===== src/rtl/mac_requant.sv =====
`default_nettype none
// ============================================================================
//  Module      : mac_requant
//  Description : Bias-preloaded signed multiply-accumulate over NUM_TERMS
//                terms followed by round-half-up requantization and
//                saturation back to a DATA_WIDTH fixed-point word.
//  Revision    : 1.0 - initial release
// ============================================================================
module mac_requant #(
  parameter int DATA_WIDTH = 14,
  parameter int FRAC_BITS  = 7,
  parameter int NUM_TERMS  = 9,
  parameter int ACC_WIDTH  = 32
) (
  input  logic                         clk,
  input  logic                         rst_n,
  input  logic                         start,
  input  logic                         clear,
  input  logic                         in_valid,
  input  logic signed [DATA_WIDTH-1:0] act_in,
  input  logic signed [DATA_WIDTH-1:0] weight_in,
  input  logic signed [DATA_WIDTH-1:0] bias_in,
  output logic signed [DATA_WIDTH-1:0] data_out,
  output logic                         valid,
  output logic                         busy
);

  // Counter must be able to hold NUM_TERMS-1 (the index of the last term).
  localparam int CNT_W = (NUM_TERMS > 1) ? $clog2(NUM_TERMS) : 1;
  localparam int PROD_W = 2 * DATA_WIDTH;

  // Rounding offset: one half LSB of the output format, expressed in
  // accumulator (2*FRAC_BITS) scaling.
  localparam logic signed [ACC_WIDTH-1:0] c_half =
    ACC_WIDTH'(1) << (FRAC_BITS - 1);

  // Saturation limits of the output word, sign-extended to accumulator width.
  localparam logic signed [ACC_WIDTH-1:0] c_max =
    {{(ACC_WIDTH-DATA_WIDTH+1){1'b0}}, {(DATA_WIDTH-1){1'b1}}};
  localparam logic signed [ACC_WIDTH-1:0] c_min =
    {{(ACC_WIDTH-DATA_WIDTH+1){1'b1}}, {(DATA_WIDTH-1){1'b0}}};

  localparam logic [CNT_W-1:0] c_last_term = CNT_W'(NUM_TERMS - 1);

  typedef enum logic [1:0] {
    ST_IDLE  = 2'd0,
    ST_ACCUM = 2'd1,
    ST_ROUND = 2'd2
  } state_t;

  state_t                        r_state;
  logic signed [ACC_WIDTH-1:0]   r_acc;
  logic        [CNT_W-1:0]       r_count;

  logic signed [PROD_W-1:0]      w_prod;
  logic signed [ACC_WIDTH-1:0]   w_prod_ext;
  logic signed [ACC_WIDTH-1:0]   w_bias_ext;
  logic signed [ACC_WIDTH-1:0]   w_bias_acc;
  logic signed [ACC_WIDTH-1:0]   w_rounded;
  logic signed [ACC_WIDTH-1:0]   w_shifted;
  logic signed [DATA_WIDTH-1:0]  w_sat;

  // Datapath: full-precision product, bias alignment, rounding and clamping.
  always_comb begin
    w_prod     = act_in * weight_in;
    w_prod_ext = {{(ACC_WIDTH-PROD_W){w_prod[PROD_W-1]}}, w_prod};
    // Bias shares the activation format, so it is moved up by FRAC_BITS to
    // line up with the product scaling before it seeds the accumulator.
    w_bias_ext = {{(ACC_WIDTH-DATA_WIDTH){bias_in[DATA_WIDTH-1]}}, bias_in};
    w_bias_acc = w_bias_ext <<< FRAC_BITS;
    w_rounded  = r_acc + c_half;
    w_shifted  = w_rounded >>> FRAC_BITS;
    if (w_shifted > c_max) begin
      w_sat = c_max[DATA_WIDTH-1:0];
    end else if (w_shifted < c_min) begin
      w_sat = c_min[DATA_WIDTH-1:0];
    end else begin
      w_sat = w_shifted[DATA_WIDTH-1:0];
    end
  end

  // Control FSM with registered accumulator, counter and result outputs.
  always_ff @(posedge clk or negedge rst_n) begin
    if (!rst_n) begin
      r_state  <= ST_IDLE;
      r_acc    <= '0;
      r_count  <= '0;
      data_out <= '0;
      valid    <= 1'b0;
    end else begin
      valid <= 1'b0;
      if (clear) begin
        // Abort wins over everything; the result register is left alone so
        // downstream still sees the last completed output.
        r_state <= ST_IDLE;
        r_count <= '0;
      end else begin
        case (r_state)
          ST_IDLE: begin
            if (start) begin
              r_acc   <= w_bias_acc;
              r_count <= '0;
              r_state <= ST_ACCUM;
            end
          end
          ST_ACCUM: begin
            // Without in_valid the accumulation simply stalls.
            if (in_valid) begin
              r_acc   <= r_acc + w_prod_ext;
              r_count <= r_count + CNT_W'(1);
              if (r_count == c_last_term) begin
                r_state <= ST_ROUND;
              end
            end
          end
          ST_ROUND: begin
            data_out <= w_sat;
            valid    <= 1'b1;
            r_state  <= ST_IDLE;
          end
          default: begin
            r_state <= ST_IDLE;
          end
        endcase
      end
    end
  end

  // Busy follows the state register so it drops together with the reset.
  always_comb begin
    busy = (r_state != ST_IDLE);
  end

endmodule
`default_nettype wire


===== config.mk =====
export PLATFORM = sky130hd
export DESIGN_NAME = mac_requant
export DESIGN_NICKNAME = d
export VERILOG_FILES = /design/src/rtl/mac_requant.sv
export SDC_FILE = /design/constraint.sdc
export NUM_CORES = 1
export LEC_CHECK = 0
export ABC_AREA = 1
export ABC_CLOCK_PERIOD_IN_PS = 9330
export CORE_ASPECT_RATIO = 0.75
export CORE_MARGIN = 4
export CORE_UTILIZATION = 53
export CTS_BUF_LIST = sky130_fd_sc_hd__clkbuf_4 sky130_fd_sc_hd__clkbuf_8
export DETAILED_ROUTE_END_ITERATION = 10
export MAX_ROUTING_LAYER = met4
export PLACE_DENSITY = 0.82
export SYNTH_ARGS = -nofsm -noshare
export SYNTH_HDL_FRONTEND = slang
export SYNTH_SLANG_ARGS = --single-unit

===== constraint.sdc =====
create_clock -name clk -period 9.33 [get_ports clk]
set_clock_uncertainty 0.2 [all_clocks]
set_input_delay 2.3325 -clock clk [delete_from_list [all_inputs] [get_ports clk]]
set_output_delay 2.3325 -clock clk [all_outputs]
set_load 0.01 [all_outputs]

==> results of run 1 <==
## metrics by stage
| stage | setup slack (ns) | std cells | hold slack [ns] | util (%) |
|---|---|---|---|---|
| after detailed placement | 0.189 | 2116 | 0.269 | 59.1 |
| after CTS | 0.510 | 2124 | 0.293 | 59.5 |
| after floorplan | 1.16 | 1736 | 0.272 | - |
| final | 0.496 | 2125 | 0.286 | 59.5 |
| after global routing | 0.0735 | 2125 | 0.329 | 59.5 |
| after global placement | 0.214 | 2116 | 0.267 | 59.1 |
## worst max-delay path by stage
stage	from	to	slack, ns	depth (start not counted)
CTS	act_in[13]	r_acc[30]$_DFFE_PN0P_	0.51	24
global route	act_in[13]	r_acc[30]$_DFFE_PN0P_	0.07	24
global placement	act_in[13]	r_acc[30]$_DFFE_PN0P_	0.21	24
detailed placement	act_in[13]	r_acc[30]$_DFFE_PN0P_	0.19	24
floorplan	act_in[13]	r_acc[22]$_DFFE_PN0P_	1.16	21
finish	act_in[13]	r_acc[30]$_DFFE_PN0P_	0.50	24
## Yosys cell counts (9+ instances only)
cell type / n / share of area (%)
ha_1: 94 / 8.9
dfrtp_1: 53 / 10
nor3_1: 10 / 0.38
nor2_1: 107 / 3.0
a21oi_1: 53 / 2.0
clkbuf_1: 37 / 1.0
nand4_1: 9 / 0.42
xnor2_1: 16 / 1.1
fa_1: 257 / 39
xor2_1: 21 / 1.4
inv_1: 498 / 14
nand3_1: 50 / 1.9
o21ai_0: 38 / 1.4
nand2_1: 426 / 12
## worst min-delay path, cell delays in order, from the launching register on
cell     delay, ns
dfrtp_1       0.36
nand2_1       0.05
nand2_1       0.05
## kinds of logic (layout without fill, tap and decap cells)
| kind of cell | Yosys count | in the layout | synth area share, % |
|---|---|---|---|
| other cells | 0 | 1 | 0 |
| buf+inv | 543 | 600 | 15.5 |
| simple gates | 628 | 628 | 19.1 |
| flops | 53 | 53 | 9.99 |
| compound gates | 124 | 124 | 5.31 |
| fa+ha+maj | 351 | 351 | 47.6 |
| xor+xnor | 37 | 37 | 2.44 |
## registers in the layout (all words and copies together) (netlist names)
name,count
r_count,4
r_acc,32
data_out,14
valid,1
r_state,2
## per-layer routing
metal  wire length (um)  GRT usage (%)  part of all wire [%]
met5                  0              -                     0
met1              15300           39.2                    45
met2              16000           42.1                    47
met3               2480           3.94                   7.2
met4                410           4.02                   1.2
## final cells by class
class / instances / area, um2
Inverter: 501 / 1880
Clock buffer: 5 / 68.8
Sequential cell: 53 / 1330
Fill cell: 2210 / 9830
Antenna cell: 1 / 2.50
Tap cell: 331 / 414
Multi-Input combinational cell: 1140 / 9890
Clock inverter: 3 / 25.0
Timing Repair Buffer: 91 / 833
==> flow_metrics.py, run 1 <==
metrics = {
    "detailed_routing": {
        "vias": 10900,
        "drtAntennaViolNets": 0,
        "drt-vias-per-instance": 5.13,
        "drc": 0,
        "drt-total-wl_mm": 34.2,
        "firstDrtPassIters": 5,
        "wire_per_inst_um": 16.1,
        "drtIter0Drc": 831,
    },
    "sta": {
        "timing.slew.headroom_pct": 11.4,
        "worst_pin_slew_ns": 1.33,
        "finalSetupViolCount": 0,
        "post-route-min-period_ns": 8.83,
        "hold_viol_final": 0,
        "grt_setup_unrepaired": "false",
        "tns_ns": 0,
        "period_share_pct": 94.7,
        "timing.fmax_mhz": 113,
        "finalMaxSlewViolations": 0,
    },
    "clock_tree": {
        "cts_resized": 0,
        "insertion_delay_ns": 0.33,
        "cts-buffers-inserted": 5,
        "cts_setup_buffers": 0,
        "cts_sinks": 53,
        "cts_tree": "built",
        "clock-root-buffer": "clkbuf_8",
        "cts.clk_slew.worst_paths_ns": 0.11,
        "cts_hold_buf": 0,
        "htreeDepth": 2,
        "clockBufferDepth": 2,
    },
    "floorplanning": {
        "num_rows": 49,
        "dieArea_mm2": 0.0277,
        "io_pins": 63,
        "chipWidth_um": 191,
        "initial_core_util_pct": 54.7,
        "core_area_mm2": 0.0243,
        "fp.dieH_um": 145,
    },
    "worst_setup_path": {
        "cp.arrival_ns": 8.79,
        "crit_path_end_kind": "flop",
        "critPathBufInv": 9,
        "path_common_cell": "inv_1",
        "critPathMaxStageDelay_ns": 0.58,
        "criticalPathCategory": "in -> reg",
        "worst-path-max-fanout": 9,
        "critPathRequiredTime_ns": 9.28,
        "path_cells": "clkdlybuf4s50_1 > nand2_1 > inv_1 > buf_4 > fa_1 > inv_1 > fa_1 > inv_1 > fa_1 > inv_1 > fa_1 > inv_1 > fa_1 > inv_1 > fa_1 > inv_1 > ha_1 > nand2_1 > nor4_1 > nand4_1 > nand2_1 > nand2_1 > nand3_1 > a21oi_1",
        "reg2reg_from": "r_acc[9]$_DFFE_PN0P_",
        "r2r_end": "r_acc[26]$_DFFE_PN0P_",
        "reg2reg_depth": 22,
        "start_kind": "input port",
        "cp_top_family": "adder cells",
        "r2r_slack_ns": 3.24,
        "cp_slowest_cell": "clkdlybuf4s50_1",
    },
    "finish": {
        "area_growth_pct": 8.85,
        "layout_common_cells": "inv_1 (498), nand2_1 (426), fa_1 (257)",
        "fin_nets": 2190,
        "drive_above_1_share_pct": 3.40,
        "stdcell_area_mm2": 0.0144,
        "final_common_cell": "inv_1",
    },
    "global_route": {
        "grt_start_max_net_pins": 54,
        "grt_pass1_wl_mm": 58.9,
        "antenna_found_initial": 1,
        "overflow": 0,
        "gr-usage-all-layers_pct": 27.1,
        "grt_pass1_vias": 11800,
    },
    "flow_run": {
        "cap_violations": 0,
    },
    "synthesis": {
        "synth-edff-count": 0,
        "synth_area_per_cell_um2": 7.64,
        "synth-seq-area-share_pct": 9.99,
        "async_flop_share_pct": 100,
        "synthCells": 1736,
        "yosysUniqueCellTypes": 39,
        "yosys_warnings": 0,
        "ys_seq_elements": 53,
        "syn_area_mm2": 0.0133,
        "synth_nets": 2134,
        "ys.flop_type": "dfrtp_1",
    },
    "hold_path": {
        "holdPathEnd": "data_out[1]$_DFFE_PN0P_",
        "min-delay-start": "data_out[1]$_DFFE_PN0P_",
        "hold_path_depth": 2,
        "hp-class": "reg -> reg",
    },
    "placed_design": {
        "detailed_place_hpwl_mm": 29.8,
        "io_buffer_count": 62,
        "placed_area_mm2": 0.0143,
        "gp_congestion": 0.971,
    },
    "outcome": {
        "status": "finished, final reports clean",
    },
}
Power of run 1 is left out: the tool's default activity adds up to more than one toggle a clock period on the data nets, which glitch-free logic cannot reach.
==> run 2, diff against run 1 <==
- ABC_CLOCK_PERIOD_IN_PS: 9330 -> 10000
- clock period: 9.33 -> 10 ns (I/O delays scaled with it)
==> run 2 against run 1 <==
Net effect:
- first-iteration DRC count rose by 2.5%
- register-to-register slack improved by 0.52 ns
- largest cell class unchanged
- core utilization shrank 0.15 points
- cell count shrank 0.24%
==> flow_metrics.py, run 2 (synthesis gave the netlist of run 1 again) <==
metrics = {
    "worst_setup_path": {
        "criticalPathCategory": "in -> reg",
        "crit_path_end_kind": "flop",
        "critPathMaxStageDelay_ns": 0.66,
        "cp.arrival_ns": 8.97,
        "path_cells": "clkdlybuf4s50_1 > nand2_1 > inv_1 > fa_1 > inv_1 > fa_1 > inv_1 > fa_1 > fa_1 > inv_1 > fa_1 > fa_1 > inv_1 > ha_1 > a21oi_1 > nand2_1 > a21oi_1 > nand3_1 > or2_2 > nand3_1 > a22oi_1",
        "path_common_cell": "fa_1",
        "reg2reg_depth": 22,
        "critPathRequiredTime_ns": 9.95,
        "cp_slowest_cell": "fa_1",
        "start_kind": "input port",
        "worst-path-max-fanout": 14,
    },
    "sta": {
        "finalMaxSlewViolations": 0,
        "tns_ns": 0,
        "finalSetupViolCount": 0,
        "timing.slew.headroom_pct": 25.1,
        "post-route-min-period_ns": 9.02,
        "worst_pin_slew_ns": 1.12,
        "period_share_pct": 90.2,
        "setup_slack_ns": 0.975,
        "grt_setup_unrepaired": "false",
        "hold_viol_final": 0,
        "timing.fmax_mhz": 111,
    },
    "detailed_routing": {
        "drc": 0,
        "drtIter0Drc": 852,
        "firstDrtPassIters": 9,
        "drtAntennaViolNets": 0,
        "drt-vias-per-instance": 5.15,
        "wire_per_inst_um": 16.2,
        "vias": 10900,
        "drt-total-wl_mm": 34.4,
    },
    "floorplanning": {
        "initial_core_util_pct": 54.7,
        "num_rows": 49,
        "fp.dieH_um": 145,
        "dieArea_mm2": 0.0277,
        "io_pins": 63,
        "chipWidth_um": 191,
        "core_area_mm2": 0.0243,
    },
    "finish": {
        "utilization_pct": 59.3,
        "fin_nets": 2186,
        "largest_reg_flops": 32,
        "layout_common_cells": "inv_1 (498), nand2_1 (426), fa_1 (257)",
        "top_register": "r_acc",
        "antennaDiodeCount": 0,
        "drive_above_1_share_pct": 3.19,
        "reg.largest.list": "r_acc: 32 flops, data_out: 14 flops, r_count: 4 flops",
        "area_growth_pct": 8.58,
        "final_common_cell": "inv_1",
    },
    "clock_tree": {
        "htreeDepth": 2,
        "cts_resized": 0,
        "clock-root-buffer": "clkbuf_8",
        "cts.clk_slew.worst_paths_ns": 0.11,
        "cts_hold_buf": 0,
        "cts_sinks": 53,
        "insertion_delay_ns": 0.32,
        "clockBufferDepth": 2,
        "cts_tree": "built",
        "cts-buffers-inserted": 5,
        "cts_setup_buffers": 0,
    },
    "placed_design": {
        "io_buffer_count": 62,
        "gp_congestion": 0.952,
        "pre_cts_ws_ns": 0.652,
        "detailed_place_hpwl_mm": 30.1,
    },
    "outcome": {
        "status": "finished, final reports clean",
    },
    "global_route": {
        "grt_start_max_net_pins": 54,
        "grt_pass1_wl_mm": 58.1,
        "grt_pass1_vias": 11500,
        "gr-usage-all-layers_pct": 26.8,
        "overflow": 0,
        "antenna_found_initial": 0,
    },
    "hold_path": {
        "hold_path_depth": 2,
        "hp-class": "reg -> reg",
    },
    "flow_run": {
        "cap_violations": 0,
    },
}
[run 2: final timing paths]
check / from / end / slack (ns)
max: act_in[13] / r_acc[28]$_DFFE_PN0P_ / 0.98
min: data_out[1]$_DFFE_PN0P_ / data_out[1]$_DFFE_PN0P_ / 0.29
max reg2reg: r_acc[9]$_DFFE_PN0P_ / r_acc[22]$_DFFE_PN0P_ / 3.76
min reg2reg: data_out[1]$_DFFE_PN0P_ / data_out[1]$_DFFE_PN0P_ / 0.29
max in group asynchronous: rst_n / r_acc[29]$_DFFE_PN0P_ / 7.03
min in group asynchronous: rst_n / valid$_DFF_PN0_ / 2.09
[run 2: critical path: cells and delay by family]
family | cells | cell delay (ns)
AO/OA/AOI/OAI | 3 | 0.58
adder cells (fa/ha/maj) | 7 | 3.64
buffers and inverters | 6 | 1.21
AND/OR/NAND/NOR | 5 | 1.03
[run 2: stage by stage]
| step | area, um2 | instances | hold WS (ns) |
|---|---|---|---|
| after floorplan | 13300 | 1736 | 0.272 |
| after global placement | 14300 | 2112 | 0.265 |
| after detailed placement | 14300 | 2112 | 0.264 |
| after CTS | 14400 | 2120 | 0.292 |
| after global routing | 14400 | 2120 | 0.311 |
| final | 14400 | 2120 | 0.288 |
[run 2: layer usage]
layer  GRT usage (%)  wire length, um
met5               -                0
met4            2.55              347
met3            5.14             2920
met2            42.6            16200
met1            37.7            14900
[run 2: cell type report]
type | count | area (um2)
clock buffers | 5 | 68.8
clock inverters | 3 | 21.3
fillers | 2194 | 9870
inverters | 501 | 1880
multi-input cells | 1140 | 9890
flip-flops and latches | 53 | 1330
well taps | 331 | 414
repair buffers | 87 | 803
Power of run 2 is left out for the same reason.
==> run 3, diff against run 2 <==
- CORE_MARGIN: 4 -> unset
- CORE_UTILIZATION: 53 -> 30
- GPL_TIMING_DRIVEN: unset -> 1
- PLACE_DENSITY: 0.82 -> 0.56
==> run 3 against run 2 <==
Net effect:
- maximum frequency fell by 3.3%
- flip-flop and latch count did not move
- hold slack improved by 0.0037 ns
- worst setup slack got worse by 0.31 ns
- wire length rose by 3.3%
- via count fell by 2.6%
- cell count rose by 12%
- first-iteration DRC count fell by 14%
- clock-buffer cell count did not move
- global-route usage fell by 9.5 points
- largest cell class unchanged
==> flow_metrics.py, run 3 (synthesis gave the netlist of run 1 again) <==
metrics = {
    "floorplanning": {
        "fp.dieH_um": 184,
        "num_rows": 66,
        "core_area_mm2": 0.0435,
        "chipWidth_um": 245,
        "io_pins": 63,
        "initial_core_util_pct": 30.5,
        "dieArea_mm2": 0.0451,
    },
    "global_route": {
        "grt_start_max_net_pins": 54,
        "grt_pass1_wl_mm": 59.6,
        "grt_pass1_vias": 11100,
        "antenna_found_initial": 0,
        "overflow": 0,
        "gr-usage-all-layers_pct": 17.3,
    },
    "clock_tree": {
        "cts-buffers-inserted": 5,
        "cts_hold_buf": 0,
        "cts_sinks": 53,
        "clockBufferDepth": 2,
        "cts.clk_slew.worst_paths_ns": 0.12,
        "cts_setup_buffers": 0,
        "cts_tree": "built",
        "clock-root-buffer": "clkbuf_8",
        "cts_resized": 0,
        "insertion_delay_ns": 0.34,
        "htreeDepth": 2,
    },
    "sta": {
        "period_share_pct": 93.3,
        "post-route-min-period_ns": 9.33,
        "finalMaxSlewViolations": 0,
        "worst_pin_slew_ns": 1.16,
        "worst_hold_slack_ns": 0.292,
        "hold_viol_final": 0,
        "timing.fmax_mhz": 107,
        "finalSetupViolCount": 0,
        "grt_setup_unrepaired": "false",
        "timing.slew.headroom_pct": 22.8,
        "tns_ns": 0,
    },
    "placed_design": {
        "io_buffer_count": 62,
        "gp_congestion": 0.930,
        "detailed_place_hpwl_mm": 31.5,
    },
    "worst_setup_path": {
        "cp.arrival_ns": 9.29,
        "r2r_slack_ns": 3.65,
        "crit_path_end_kind": "flop",
        "criticalPathCategory": "in -> reg",
        "critPathRequiredTime_ns": 9.96,
        "start_kind": "input port",
        "worst-path-max-fanout": 15,
    },
    "detailed_routing": {
        "drtAntennaViolNets": 0,
        "drc": 0,
        "drtIter0Drc": 732,
        "firstDrtPassIters": 5,
        "drt-vias-per-instance": 4.49,
        "vias": 10600,
        "wire_per_inst_um": 15.0,
        "drt-total-wl_mm": 35.5,
    },
    "finish": {
        "fillers": 4611,
        "area_growth_pct": 11.0,
        "antennaDiodeCount": 0,
        "fin_nets": 2187,
        "multi_input_area_mm2": 0.00989,
        "reg.largest.list": "r_acc: 32 flops, data_out: 14 flops, r_count: 4 flops",
        "register_area_mm2": 0.00133,
        "drive_above_1_share_pct": 3.24,
        "layout_common_cells": "inv_1 (498), nand2_1 (426), fa_1 (257)",
        "largest_reg_flops": 32,
        "final_common_cell": "inv_1",
        "top_register": "r_acc",
    },
    "outcome": {
        "status": "finished, final reports clean",
    },
    "flow_run": {
        "cap_violations": 0,
    },
    "hold_path": {
        "hp-class": "reg -> reg",
    },
}
## run 3: cell count changes in the layout (fill, tap and decap cells not counted), sizes merged
cell / change
buf: +1
clkinvlp: -1
clkinv: +2
inv: -1
## run 3: layout make-up
| cell class | instances | share of cell area (%) |
|---|---|---|
| Inverter | 501 | 12.8 |
| Tap cell | 578 | 4.91 |
| Clock buffer | 5 | 0.467 |
| Sequential cell | 53 | 9.01 |
| Multi-Input combinational cell | 1140 | 67.2 |
| Clock inverter | 3 | 0.153 |
| Timing Repair Buffer | 88 | 5.51 |
## run 3: layer usage
layer / routed length (um) / global-route usage, % / share of wire [%] / vias up
li1: - / - / - / 5127
met2: 15600 / 26.5 / 44 / 207
met1: 18000 / 25.4 / 51 / 5269
met5: 0 / - / 0 / -
met4: 227 / 1.30 / 0.64 / 0
met3: 1610 / 1.97 / 4.5 / 18
## run 3: metrics by stage
stage	util (%)	setup slack [ns]	instance area (um2)	cells
6_report	33.8	0.667	14700	2368
5_1_grt	33.8	0.325	14700	2368
4_1_cts	33.8	0.767	14700	2368
3_5_place_dp	33.6	0.416	14600	2360
3_3_place_gp	33.6	0.482	14600	2360
2_1_floorplan	-	1.66	13300	1736
## run 3: worst paths after layout
check                                   startpoint                       to  cells after the start
max                                     act_in[13]    r_acc[26]$_DFFE_PN0P_                     24
min                        data_out[3]$_DFFE_PN0P_  data_out[3]$_DFFE_PN0P_                      2
max reg2reg                  r_acc[15]$_DFFE_PN0P_    r_acc[26]$_DFFE_PN0P_                     20
min reg2reg                data_out[3]$_DFFE_PN0P_  data_out[3]$_DFFE_PN0P_                      2
max in group asynchronous                    rst_n    r_acc[28]$_DFFE_PN0P_                      2
min in group asynchronous                    rst_n   r_state[1]$_DFFE_PN0P_                      2
## run 3: worst max-delay path, stage by stage
cell and delay, ns:
clkdlybuf4s50_1 0.46, buf_4 0.21, nand2_1 0.20, inv_1 0.67, fa_1 0.55, inv_1 0.08, fa_1 0.40, inv_1 0.08
fa_1 0.43, fa_1 0.40, fa_1 0.52, inv_1 0.06, fa_1 0.53, inv_1 0.04, ha_1 0.36, nand2_1 0.09
nor2_1 0.39, nand2_1 0.09, o21ai_0 0.64, nand3_1 0.23, nand2_1 0.11, nand2_1 0.05, nand3_1 0.10, a22oi_1 0.08
Power of run 3 is left out for the same reason.
